<file path="config.mk">
export PLATFORM = sky130hd
export DESIGN_NAME = ddr3_init_sequencer
export DESIGN_NICKNAME = d
export VERILOG_FILES = /design/src/rtl/ddr3_init_pkg.sv /design/src/rtl/ddr3_init_step_rom.sv /design/src/rtl/ddr3_init_sequencer.sv
export SDC_FILE = /design/constraint.sdc
export NUM_CORES = 1
export LEC_CHECK = 0
export BUFFER_PORTS_ARGS = -buffer_cell sky130_fd_sc_hd__clkbuf_2
export CAP_MARGIN = 20
export CORE_ASPECT_RATIO = 0.75
export CORE_MARGIN = 2
export CORE_UTILIZATION = 52
export CTS_CLUSTER_DIAMETER = 100
export DETAILED_ROUTE_END_ITERATION = 6
export PLACE_DENSITY = 0.94
export SLEW_MARGIN = 20
export SYNTH_ARGS = -nofsm -noshare
export SYNTH_HDL_FRONTEND = slang
export SYNTH_SLANG_ARGS = --single-unit
</file>
<file path="constraint.sdc">
create_clock -name clk -period 4.05 [get_ports clk]
set_input_delay 0.2025 -clock clk [delete_from_list [all_inputs] [get_ports clk]]
set_output_delay 0.2025 -clock clk [all_outputs]
set_load 0.01 [all_outputs]
</file>
<file path="src/rtl/ddr3_init_pkg.sv">
// Shared definitions for the DDR3 init sequencer: DFII register map, control/command bits,
// step-table record and FSM state encoding.
package ddr3_init_pkg;

    localparam logic [2:0] DFII_OFF_CTRL   = 3'd0;
    localparam logic [2:0] DFII_OFF_CMD    = 3'd1;
    localparam logic [2:0] DFII_OFF_STROBE = 3'd2;
    localparam logic [2:0] DFII_OFF_ADDR   = 3'd3;
    localparam logic [2:0] DFII_OFF_BADDR  = 3'd4;

    localparam logic [31:0] DFII_CTRL_SEL     = 32'h1;
    localparam logic [31:0] DFII_CTRL_CKE     = 32'h2;
    localparam logic [31:0] DFII_CTRL_ODT     = 32'h4;
    localparam logic [31:0] DFII_CTRL_RESET_N = 32'h8;

    localparam logic [31:0] DFII_CMD_CS  = 32'h1;
    localparam logic [31:0] DFII_CMD_WE  = 32'h2;
    localparam logic [31:0] DFII_CMD_CAS = 32'h4;
    localparam logic [31:0] DFII_CMD_RAS = 32'h8;

    localparam int          NUM_STEPS  = 29;
    localparam logic [29:0] RB_ADDR    = 30'h04000000;
    localparam logic [31:0] RB_PATTERN = 32'hFACECA8C;

    typedef enum logic [1:0] {
        DLY_NONE   = 2'd0,
        DLY_DLLK   = 2'd1,
        DLY_ZQINIT = 2'd2,
        DLY_SETTLE = 2'd3
    } delay_sel_t;

    typedef struct packed {
        logic [2:0]  off;
        logic [31:0] data;
        delay_sel_t  delay_sel;
    } step_t;

    typedef enum logic [3:0] {
        ST_IDLE       = 4'd0,
        ST_RST_HOLD   = 4'd1,
        ST_RST_GAP    = 4'd2,
        ST_STEP_ISSUE = 4'd3,
        ST_STEP_ACK   = 4'd4,
        ST_STEP_GAP   = 4'd5,
        ST_DELAY      = 4'd6,
        ST_DONE       = 4'd7,
        ST_ERROR      = 4'd8
    } state_t;

    function automatic step_t make_step(input logic [2:0] s_off, input logic [31:0] s_data,
                                        input delay_sel_t s_dly);
        return '{off: s_off, data: s_data, delay_sel: s_dly};
    endfunction

endpackage

</file>
<file path="src/rtl/ddr3_init_step_rom.sv">
// Combinational step table: step index -> DFII register write (offset, data, post-step delay).
// Mode-register values come in as parameters so the top can retune them.
module ddr3_init_step_rom
    import ddr3_init_pkg::*;
#(
    parameter logic [31:0] MR0_DLLRST = 32'h320,
    parameter logic [31:0] MR1        = 32'h6,
    parameter logic [31:0] MR2        = 32'h200,
    parameter logic [31:0] MR3        = 32'h0,
    parameter logic [31:0] MR0_RUN    = 32'h220
) (
    input  logic [4:0] idx,
    output step_t      step
);

    logic [4:0]  rel;
    logic [31:0] mr_val;
    logic [31:0] mr_ba;

    always_comb begin
        step   = make_step(DFII_OFF_CTRL, 32'h0, DLY_NONE);
        rel    = idx - 5'd4;
        mr_val = 32'h0;
        mr_ba  = 32'h0;
        // Steps 4..23 are five 4-write MRS groups: MR2, MR3, MR1, MR0 (DLL reset), MR0 (run).
        case (rel[4:2])
            3'd0:    begin mr_val = MR2;        mr_ba = 32'd2; end
            3'd1:    begin mr_val = MR3;        mr_ba = 32'd3; end
            3'd2:    begin mr_val = MR1;        mr_ba = 32'd1; end
            3'd3:    begin mr_val = MR0_DLLRST; mr_ba = 32'd0; end
            default: begin mr_val = MR0_RUN;    mr_ba = 32'd0; end
        endcase

        if (idx < 5'd4) begin
            case (idx[1:0])
                2'd0:    step = make_step(DFII_OFF_ADDR,  32'h0, DLY_NONE);
                2'd1:    step = make_step(DFII_OFF_BADDR, 32'h0, DLY_NONE);
                2'd2:    step = make_step(DFII_OFF_CTRL, DFII_CTRL_ODT | DFII_CTRL_RESET_N, DLY_NONE);
                default: step = make_step(DFII_OFF_CTRL,
                                          DFII_CTRL_ODT | DFII_CTRL_RESET_N | DFII_CTRL_CKE, DLY_NONE);
            endcase
        end else if (idx < 5'd24) begin
            case (rel[1:0])
                2'd0:    step = make_step(DFII_OFF_ADDR,  mr_val, DLY_NONE);
                2'd1:    step = make_step(DFII_OFF_BADDR, mr_ba,  DLY_NONE);
                2'd2:    step = make_step(DFII_OFF_CMD,
                                          DFII_CMD_RAS | DFII_CMD_CAS | DFII_CMD_WE | DFII_CMD_CS,
                                          DLY_NONE);
                default: step = make_step(DFII_OFF_STROBE, 32'h1,
                                          (idx == 5'd23) ? DLY_DLLK : DLY_NONE);
            endcase
        end else begin
            case (idx)
                5'd24:   step = make_step(DFII_OFF_ADDR,   32'h400, DLY_NONE);
                5'd25:   step = make_step(DFII_OFF_BADDR,  32'h0,   DLY_NONE);
                5'd26:   step = make_step(DFII_OFF_CMD,    DFII_CMD_WE | DFII_CMD_CS, DLY_NONE);
                5'd27:   step = make_step(DFII_OFF_STROBE, 32'h1,   DLY_ZQINIT);
                5'd28:   step = make_step(DFII_OFF_CTRL,   DFII_CTRL_SEL, DLY_SETTLE);
                default: step = make_step(DFII_OFF_CTRL,   32'h0,   DLY_NONE);
            endcase
        end
    end

endmodule

</file>
<file path="src/rtl/ddr3_init_sequencer.sv">
// DDR3 bring-up sequencer: Wishbone master walking the DFII init table, then handing over to hardware.
// Optional DDR3_INIT_READBACK_EN adds a write/readback sanity check of one DRAM word before done.
module ddr3_init_sequencer
    import ddr3_init_pkg::*;
#(
    parameter logic [29:0] DFII_BASE    = 30'h2400,
    parameter int          T_RESET_CYC  = 35,
    parameter int          T_DLLK_CYC   = 600,
    parameter int          T_ZQINIT_CYC = 600,
    parameter int          T_SETTLE_CYC = 200,
    parameter int          ACK_TIMEOUT  = 255,
    parameter logic [31:0] MR0_DLLRST   = 32'h320,
    parameter logic [31:0] MR1          = 32'h6,
    parameter logic [31:0] MR2          = 32'h200,
    parameter logic [31:0] MR3          = 32'h0,
    parameter logic [31:0] MR0_RUN      = 32'h220
) (
    input  logic        clk,
    input  logic        rst,
    input  logic        start,
    output logic        busy,
    output logic        done,
    output logic        error,
    output logic        dram_rst,
    output logic [29:0] wb_adr,
    output logic [31:0] wb_dat_w,
    input  logic [31:0] wb_dat_r,
    output logic [3:0]  wb_sel,
    output logic        wb_cyc,
    output logic        wb_stb,
    output logic        wb_we,
    input  logic        wb_ack,
    output state_t      dbg_state
);

    // Bus handshake: a transaction is live while cyc=stb=1 and completes on the cycle wb_ack is
    // sampled high; address/data/we/sel stay constant until then, and cyc/stb fall the next cycle.
    localparam logic [7:0] ACK_LIMIT = 8'(ACK_TIMEOUT - 1);
`ifdef DDR3_INIT_READBACK_EN
    localparam logic [4:0] RB_WR_IDX = 5'd29;
    localparam logic [4:0] RB_RD_IDX = 5'd30;
    localparam logic [4:0] LAST_IDX  = 5'd30;
`else
    localparam logic [4:0] LAST_IDX  = 5'd28;
`endif

    state_t      state, state_nxt, ack_state;
    logic [4:0]  step_idx, idx_nxt;
    logic [15:0] cnt, cnt_nxt, dly_len;
    logic [7:0]  ack_timer, timer_nxt;
    logic        dram_rst_nxt, advance, bus_active;
    step_t       step;

    ddr3_init_step_rom #(
        .MR0_DLLRST (MR0_DLLRST),
        .MR1        (MR1),
        .MR2        (MR2),
        .MR3        (MR3),
        .MR0_RUN    (MR0_RUN)
    ) u_rom (
        .idx  (step_idx),
        .step (step)
    );

    always_comb begin
        dly_len = 16'd0;
        case (step.delay_sel)
            DLY_DLLK:   dly_len = 16'(T_DLLK_CYC);
            DLY_ZQINIT: dly_len = 16'(T_ZQINIT_CYC);
            DLY_SETTLE: dly_len = 16'(T_SETTLE_CYC);
            default:    dly_len = 16'd0;
        endcase
    end

`ifdef DDR3_INIT_READBACK_EN
    assign ack_state = (step_idx == RB_RD_IDX && wb_dat_r != RB_PATTERN) ? ST_ERROR : ST_STEP_GAP;
`else
    logic unused_dat_r;
    assign unused_dat_r = ^wb_dat_r;
    assign ack_state    = ST_STEP_GAP;
`endif

    always_ff @(posedge clk or posedge rst) begin
        if (rst) begin
            state     <= ST_IDLE;
            step_idx  <= 5'd0;
            cnt       <= 16'd0;
            ack_timer <= 8'd0;
            dram_rst  <= 1'b1;
        end else begin
            state     <= state_nxt;
            step_idx  <= idx_nxt;
            cnt       <= cnt_nxt;
            ack_timer <= timer_nxt;
            dram_rst  <= dram_rst_nxt;
        end
    end

    always_comb begin
        state_nxt    = state;
        idx_nxt      = step_idx;
        cnt_nxt      = cnt;
        timer_nxt    = 8'd0;
        dram_rst_nxt = dram_rst;
        advance      = 1'b0;
        case (state)
            ST_IDLE, ST_DONE, ST_ERROR: begin
                if (start) begin
                    state_nxt    = ST_RST_HOLD;
                    cnt_nxt      = 16'd0;
                    idx_nxt      = 5'd0;
                    dram_rst_nxt = 1'b1;
                end
            end
            ST_RST_HOLD: begin
                if (17'(cnt) + 17'd1 >= 17'(T_RESET_CYC)) begin
                    dram_rst_nxt = 1'b0;
                    state_nxt    = ST_RST_GAP;
                end else begin
                    cnt_nxt = cnt + 16'd1;
                end
            end
            ST_RST_GAP: begin
                idx_nxt   = 5'd0;
                state_nxt = ST_STEP_ISSUE;
            end
            // The issue cycle already counts toward the ack timeout and accepts a same-cycle ack.
            ST_STEP_ISSUE: begin
                timer_nxt = ack_timer + 8'd1;
                state_nxt = wb_ack ? ack_state : ST_STEP_ACK;
            end
            ST_STEP_ACK: begin
                if (wb_ack)                      state_nxt = ack_state;
                else if (ack_timer == ACK_LIMIT) state_nxt = ST_ERROR;
                else                             timer_nxt = ack_timer + 8'd1;
            end
            ST_STEP_GAP: begin
                if (dly_len != 16'd0) begin
                    cnt_nxt   = 16'd0;
                    state_nxt = ST_DELAY;
                end else begin
                    advance = 1'b1;
                end
            end
            ST_DELAY: begin
                if (17'(cnt) + 17'd1 >= 17'(dly_len)) advance = 1'b1;
                else                                  cnt_nxt = cnt + 16'd1;
            end
            default: state_nxt = ST_IDLE;
        endcase

        if (advance) begin
            if (step_idx == LAST_IDX) begin
                state_nxt = ST_DONE;
            end else begin
                idx_nxt   = step_idx + 5'd1;
                state_nxt = ST_STEP_ISSUE;
            end
        end
    end

    assign bus_active = (state == ST_STEP_ISSUE) || (state == ST_STEP_ACK);

    always_comb begin
        wb_adr   = 30'd0;
        wb_dat_w = 32'd0;
        wb_we    = 1'b0;
        if (bus_active) begin
            if (step_idx < 5'(NUM_STEPS)) begin
                wb_adr   = DFII_BASE + {27'd0, step.off};
                wb_dat_w = step.data;
                wb_we    = 1'b1;
`ifdef DDR3_INIT_READBACK_EN
            end else if (step_idx == RB_WR_IDX) begin
                wb_adr   = RB_ADDR;
                wb_dat_w = RB_PATTERN;
                wb_we    = 1'b1;
            end else begin
                wb_adr   = RB_ADDR;
`endif
            end
        end
    end

    assign wb_cyc    = bus_active;
    assign wb_stb    = bus_active;
    assign wb_sel    = bus_active ? 4'hF : 4'h0;
    assign busy      = (state != ST_IDLE) && (state != ST_DONE) && (state != ST_ERROR);
    assign done      = (state == ST_DONE);
    assign error     = (state == ST_ERROR);
    assign dbg_state = state;

endmodule

</file>
==> out/summary.txt <==
Worst reg2reg path depth: 16
Initial antenna violation count: 0
Routed wire length: 7.57 mm
Worst slew pin tran: 0.700 ns
Starting density of the core: 54.0%
Final RePlAce weighted congestion: 0.900
Yosys top cell by area: dfrtp_1
IO buf count: 31
Placed Area: 0.00335 sq mm
Layout Skew: 0.00517 ns
Max-cap violations: 0
Post-synth EDFFs: 0
TritonCTS buffer count: 5
Hold path start: start
Vias in the first global route: 2585
Die Area: 0.00727 sq mm
N_diodes: 0
Most frequent cells in the layout: conb_1 (49), nor2_1 (35), nand2_1 (35), dfrtp_1 (33), clkbuf_2 (31)
Crit end category: flop
P&R area growth vs syn: 0.803%
PwrDens: 544 mW/mm^2
Synth unique cells: 62
Post-layout util: 54.4%
Synth Instances: 437
Max Fanout on Critical Path: 10
Ys async rst share: 100%
DRT Pass-1 Iters: 5
Rel. slew slack: 53.1%
Post-route cell area: 0.00346 sq mm
CP Launch Point: step_idx[1]
Hold Crit Endpoint: dram_rst
Maximum VDD drop: 0.444 mV
Seq/Total Area, Yosys: 24.8%
Final hold violations: 0
Period utilization: 92.3%
Die X: 97.8 um
Yosys Warn Count: 0
Fmax: 268 MHz
Grt ovf: 0
Synth top area share: 24.1%
Synth area leaders: dfrtp_1 (24%), buf_4 (12%), ha_1 (6.6%)
CTS Sinks: 34
Syn Area/Cell: 7.85 sq um
Vias/cell: 5.83
Io pins: 113
FF+latch count, synth: 34
Layout Cells excl Fill: 530
Pin count of the biggest net entering global routing: 35
Commonest non-fill, non-tap cell in the layout: conb_1
FP Rows: 25
GRT Util Overall: 20.6%
Crit Path Class: flop to flop
CTS Buffer Depth: 2
Tmin final: 3.74 ns
Die span in y: 74.3 um
Filler cells: 556
Placeable Area: 0.00635 sq mm
# DRC: 0
FF-to-FF Start: step_idx[1]
P_leak: 1.64 nW
DR WL/cell: 14.3 um
H-tree depth: 2
CTS tree: done
Clock-pin slew on the worst setup and hold paths: 0.07 ns
Netlist Area Pre-Place: 0.00343 sq mm
Main synth FF type: dfrtp_1
Multi-input logic area: 0.00211 sq mm
Critical Path RT: 4.21 ns
Reg-to-reg slack, setup: 0.31 ns
Placed cell count: 521
DR vias: 3092
Worst Hold Class: primary input to flop
Hold path depth: 3
Total power: 1.88 mW
CP Launch Type: flop
Share of layout cells above drive strength 1: 13.8%
Worst r2r dst: cnt[2]
# setup viols final: 0
Setup repair bufs after CTS: 0
Worst EP arrival: 3.90 ns
Clock root buffer: clkbuf_8
Starting DRT DRC Count: 336
Final #Nets: 502
TNS Setup: 0 ns
Status: completed
HPWL after DPL: 5.55 mm
First-pass GRT wire length: 12.4 mm
Register area: 852 sq um
Skew-Pair Late Insertion Delay: 0.29 ns
Final ANT Viol Nets: 0
Final max-slew violation count: 0
RSZ-0062 raised after global routing: no
==> synthesized netlist by cell type (6+ instances only) <==
library cell,number
clkbuf_1,16
nor2_1,35
a21oi_1,14
o21ai_0,21
nor4_1,6
a31oi_1,7
nor3_1,14
ha_1,18
nand3_1,25
a211oi_1,6
and3_1,6
buf_4,57
nand2_1,35
nand2b_1,7
inv_1,22
xnor2_1,6
o31ai_1,7
dfrtp_1,33
xor2_1,8
and2_1,12
==> sequential cells by signal, summed over array words and instances (netlist names) <==
name,count
cnt,16
ack_timer,8
step_idx,5
dbg_state,4
dram_rst,1
==> routing by layer <==
layer  GRT usage (%)  routed length [um]  part of all wire [%]
met1            29.1                3340                    44
met2            33.9                3560                    47
met3            2.44                 561                   7.4
met4            5.56                 109                   1.4
met5               0                   0                     0
==> report_power, final <==
group	internal [mW]	switching, mW	total [mW]
Clock	0.137	0.127	0.264
Combinational	0.398	0.694	1.09
Sequential	0.390	0.135	0.525
==> repair_timing <==
item                                   CTS  global route
resized for setup                        0             3
hold buffers                             1             0
setup endpoints to repair                0            16
endpoints found under the hold margin   11             0
==> worst max-delay path, stage by stage (launching register included) <==
cell	delay (ns)
dfrtp_1	0.49
inv_1	0.18
ha_2	0.28
nand2_1	0.07
nand2_1	0.08
nand3_1	0.13
ha_1	0.34
inv_1	0.06
ha_1	0.29
inv_1	0.05
o21ai_0	0.08
o31a_1	0.32
o41ai_1	0.39
a32oi_1	0.18
buf_4	0.22
o31ai_1	0.32
o41ai_2	0.13
==> how the worst max path moves through the flow <==
stage / endpoint / cells past startpoint
after floorplan: cnt[0] / 18
after global placement: cnt[3] / 15
after detailed placement: cnt[2] / 15
after CTS: cnt[2] / 15
after global routing: cnt[2] / 16
final: cnt[2] / 16
==> layout make-up <==
| type | count | area share, % |
|---|---|---|
| clock inverters | 1 | 0.145 |
| well taps | 81 | 2.93 |
| multi-input cells | 346 | 61.1 |
| clock buffers | 7 | 2.50 |
| repair buffers | 39 | 6.30 |
| flip-flops and latches | 34 | 24.6 |
| inverters | 22 | 2.39 |
==> logic make-up (layout without fill, tap and decap cells) <==
group	Yosys count	count (layout)	synth area share, %
multiplexers	6	6	1.79
AO/OA/AOI/OAI	96	96	20.3
adder cells (fa/ha/maj)	18	18	6.57
buffers and inverters	105	69	19.0
AND/OR/NAND/NOR	163	163	23.8
flip-flops	34	34	24.8
XOR/XNOR	14	14	3.58
other	1	49	0.109
==> metrics by stage <==
| stage | hold slack, ns | setup slack [ns] |
|---|---|---|
| final | 0.208 | 0.312 |
| after global routing | 0.241 | 0.0823 |
| after CTS | 0.202 | 0.105 |
| after detailed placement | 0.312 | 0.164 |
| after global placement | 0.301 | 0.281 |
| after floorplan | 0.297 | 0.627 |
(Power assumes the default switching activity.)
